===== src/rtl/string_pkg.sv =====
// Shared definitions for the 8-character null-terminated string format:
// 64-bit word, char 0 in the top byte, unused bytes 0x00.
package string_pkg;

  localparam int CHAR_W    = 8;
  localparam int MAX_CHARS = 8;
  localparam int STR_W     = MAX_CHARS * CHAR_W;
  localparam int LEN_W     = 4;

  localparam logic [CHAR_W-1:0] NUL = 8'h00;

  typedef enum logic {
    COLLECT = 1'b0,
    DONE    = 1'b1
  } state_t;

endpackage


===== src/rtl/string_builder.sv =====
// Packs incoming characters MSB-first into a null-terminated string word and
// hands the finished string, with its length, to a valid/ready consumer.
module string_builder #(
  parameter int MAX_CHARS = 8,
  parameter int CHAR_W    = 8
) (
  input  logic                        clk,
  input  logic                        rst_n,
  input  logic [CHAR_W-1:0]           char_in,
  input  logic                        char_valid,
  output logic                        char_ready,
  input  logic                        clear,
  output logic [MAX_CHARS*CHAR_W-1:0] str_out,
  output logic [3:0]                  str_len,
  output logic                        str_valid,
  input  logic                        str_ready
);
  import string_pkg::*;

  state_t                        state;
  state_t                        state_next;
  logic                          run;
  logic [3:0]                    count;
  logic [MAX_CHARS*CHAR_W-1:0]   buffer;
  logic                          accept;
  logic                          is_nul;
  logic                          last;

  // run holds char_ready low through reset and releases it one edge later
  assign char_ready = run & (state == COLLECT) & ~clear;
  assign str_valid  = (state == DONE);
  assign str_out    = buffer;
  assign accept     = char_valid & char_ready;
  assign is_nul     = (char_in == '0);
  assign last       = (count == 4'(MAX_CHARS - 1));

  always_ff @(posedge clk or negedge rst_n) begin
    if (!rst_n) state <= COLLECT;
    else        state <= state_next;
  end

  always_comb begin
    state_next = state;
    if (clear) begin
      state_next = COLLECT;
    end else begin
      case (state)
        COLLECT: if (accept && (is_nul || last)) state_next = DONE;
        DONE:    if (str_ready) state_next = COLLECT;
        default: state_next = COLLECT;
      endcase
    end
  end

  always_ff @(posedge clk or negedge rst_n) begin
    if (!rst_n) begin
      run    <= 1'b0;
      buffer <= '0;
      count  <= '0;
      str_len <= '0;
    end else begin
      run <= 1'b1;
      if (clear || (state == DONE && str_ready)) begin
        buffer  <= '0;
        count   <= '0;
        str_len <= '0;
      end else if (accept) begin
        if (is_nul) begin
          str_len <= count;
        end else begin
          // Unwritten slots stay 0x00, so length always equals first-NUL index
          for (int i = 0; i < MAX_CHARS; i++) begin
            if (count == 4'(i)) buffer[(MAX_CHARS-1-i)*CHAR_W +: CHAR_W] <= char_in;
          end
          count <= count + 4'd1;
          if (last) str_len <= 4'(MAX_CHARS);
        end
      end
    end
  end

endmodule


===== config.mk =====
export PLATFORM = sky130hd
export DESIGN_NAME = string_builder
export DESIGN_NICKNAME = d
export VERILOG_FILES = /design/src/rtl/string_pkg.sv /design/src/rtl/string_builder.sv
export SDC_FILE = /design/constraint.sdc
export NUM_CORES = 1
export LEC_CHECK = 0
export BUFFER_PORTS_ARGS = -buffer_cell sky130_fd_sc_hd__buf_2
export CORE_UTILIZATION = 53
export DETAILED_ROUTE_END_ITERATION = 10
export PLACE_DENSITY = 0.89
export SYNTH_ARGS = -nofsm -noshare
export SYNTH_HDL_FRONTEND = slang
export SYNTH_SLANG_ARGS = --single-unit

===== constraint.sdc =====
create_clock -name clk -period 2.35 [get_ports clk]
set_input_delay 0.1175 -clock clk [delete_from_list [all_inputs] [get_ports clk]]
set_output_delay 0.1175 -clock clk [all_outputs]
set_load 0.02 [all_outputs]

==> reports/metrics.cfg <==
[final_layout]
final_cell_mix = buf_2 (82), nand2_1 (76), dfrtp_1 (74)
num-fill-cells = 457
drive_above_1_share_pct = 30.3
nNetsFinal = 392
antenna_cells = 0
final_common_cell = buf_2
final_util_pct = 68.7
layout-area-overhead-vs-synth_pct = 21.8

[yosys]
ys_ff_latch = 74
yosysSeqAreaShare_pct = 53.8
syn_nets = 307
synth.distinct_cells = 32
syn_area_per_cell_um2 = 11.9
synthesis.area_um2 = 3440
netlist_instances = 290
yosys_warnings = 0

[worst_setup_path]
cp.arrival_ns = 2.09
crit_required_ns = 2.61
r2r_start = str_valid$_DFF_PN0_
reg2regPathDepth = 3
worst-r2r-setup-slack_ns = 0.53
r2r_end = str_out[51]$_DFFE_PN0P_
setup.worst_path.end_class = register
cp-start-kind = register
worstPathMaxFanout = 22
worstSetupPathType = register to register

[clock_network]
cts-root-buf = clkbuf_8
cts_hold_buf = 0
post_cts_buffers = 0
cts_resized = 0
clk_pin_slew_ns = 0.08
ctsLongestPathBuffers = 2
htreeDepth = 3
clock_latency_ns = 0.35
cts.sinks = 74
cts_buffers = 9
cts_tree = yes

[sta]
final_hold_viol_count = 24
finalSetupViolations = 0
holdWs_ns = -0.0329
finClkSkew_ns = 0.00932
rsz0062_at_grt = no
post-route-min-period_ns = 1.82
setup_tns_ns = 0
finalCritPeriodShare_pct = 77.6
worstMarginPinSlew_ns = 0.914
setup_slack_ns = 0.526
max_slew_margin_pct = 39.1
fmax_mhz = 548
drv_slew = 0

[global_routing]
antenna_found_initial = 0
grt_usage_pct = 26.2
grt.overflow.total = 0
grt_pass1_wl_um = 12700
grt_pass1_vias = 2460
grt_max_degree = 75

[drt]
drtIter0Drc = 208
ant_nets = 0
first_pass_iters = 4
drc = 0
vias = 2559
viasPerCell = 5.62
wl_um = 8260
wl_per_cell_um = 18.2

[floorplan]
num_io_pins = 83
coreArea_um2 = 6100
die_y_um = 82.6
die-area_um2 = 6820
die-width_um = 82.6
start_util_pct = 56.4
rows = 28

[pwr]
powerDensity_nw_per_um2 = 640
vdd.ir_drop.worst_mv = 0.488
power.internal_mw = 2.07
p_comb_share_pct = 6.8
p_leak_nw = 2.49
p_sw_uw = 613
p_seq_share_pct = 48.2
switching_share_pct = 22.9
clkPwrFrac_pct = 45.1

[placement]
portBuffers = 82
dp_hpwl_um = 5510
gp_congestion = 0.778
place_ws_ns = 0.556

[worst_hold_path]
holdCritPathClass = input port to asynchronous set/reset pin

[outcome]
violations = negative hold slack
status = finished, violations left

[job]
max-cap-violations = 0

[registers in the layout, indices dropped and copies added, names as in the netlist]
signal	count
str_len	4
run	1
str_valid	1
count	4
str_out	64
[worst max path at each step]
stage | cells past startpoint | to | slack [ns] | from
after global routing | 3 | str_out[27]$_DFFE_PN0P_ | 0.42 | str_valid$_DFF_PN0_
after detailed placement | 3 | str_out[35]$_DFFE_PN0P_ | 0.56 | str_valid$_DFF_PN0_
after global placement | 3 | str_out[43]$_DFFE_PN0P_ | 0.58 | str_valid$_DFF_PN0_
after floorplan | 5 | str_out[10]$_DFFE_PN0P_ | 0.51 | str_valid$_DFF_PN0_
after CTS | 3 | str_out[51]$_DFFE_PN0P_ | 0.51 | str_valid$_DFF_PN0_
final | 3 | str_out[51]$_DFFE_PN0P_ | 0.53 | str_valid$_DFF_PN0_
[worst max-delay path, cell delays in order, from the launching register on]
cell and delay (ns):
dfrtp_1 0.49, a21oi_4 0.54, nand2_1 0.44, mux2i_1 0.27
[synthesized netlist by cell type, drive strengths merged]
| cell type | instances | share of area, % |
|---|---|---|
| a211oi | 3 | 0.65 |
| a21oi | 1 | 0.15 |
| and3b | 1 | 0.25 |
| buf | 6 | 1.7 |
| clkbuf | 10 | 1.1 |
| conb | 1 | 0.11 |
| dfrtp | 74 | 54 |
| ha | 4 | 1.5 |
| inv | 6 | 0.65 |
| mux2i | 68 | 20 |
| nand2 | 76 | 8.3 |
| nand3 | 7 | 1.0 |
| nand3b | 1 | 0.22 |
| nand4 | 3 | 0.55 |
| nand4bb | 1 | 0.33 |
| nor2 | 1 | 0.11 |
| nor2b | 3 | 0.55 |
| nor3 | 1 | 0.15 |
| nor3b | 2 | 0.44 |
| nor4 | 3 | 0.55 |
| nor4bb | 1 | 0.29 |
| o2111ai | 9 | 5.3 |
| o211ai | 3 | 1.5 |
| o21ai | 3 | 0.44 |
| or4 | 2 | 0.55 |
[cells by family after synthesis]
group,share of synthesized area [%]
AOI/OAI and AO/OA,8.04
adders and majority gates,1.46
buffers and inverters,3.49
DFF,53.8
muxes,19.8
other,0.109
and+or+nand+nor,13.3
[per-stage QoR]
| step | hold WS [ns] | power (mW) | area [µm²] | std cells |
|---|---|---|---|---|
| after global routing | 0.0385 | 2.76 | 4190 | 455 |
| after floorplan | -0.178 | 1.41 | 3440 | 290 |
| after detailed placement | 0.396 | 1.50 | 3950 | 439 |
| after CTS | 0.0139 | 2.69 | 4190 | 455 |
| after global placement | 0.384 | 1.49 | 3950 | 439 |
| final | -0.0329 | 2.68 | 4190 | 455 |
[power groups by stage]
stage                     Clock (mW)  Combinational [mW]  Sequential (mW)
after floorplan                    0              0.0876             1.33
after detailed placement           0               0.181             1.32
after global placement             0               0.175             1.32
after CTS                       1.22               0.183             1.29
final                           1.21               0.181             1.29
after global routing            1.27               0.197             1.29
[routing by layer]
metal | track usage, % | part of all wire [%] | vias to the layer above
met5 | 0 | 0 | -
met4 | 7.76 | 1.2 | 0
met3 | 9.12 | 7.5 | 10
met2 | 41.2 | 48 | 97
met1 | 34.3 | 43 | 1278
li1 | - | - | 1174
[final cells by class]
type / count / area, µm² / area share [%]
clock buffer: 12 / 145 / 3.46
inverter: 6 / 22.5 / 0.538
clock inverter: 4 / 98.8 / 2.36
timing repair buffer: 90 / 483 / 11.5
sequential: 74 / 1850 / 44.2
tap: 75 / 93.8 / 2.24
multi-input combinational: 194 / 1490 / 35.7
Note: power is estimated with default switching activity, not from simulation.
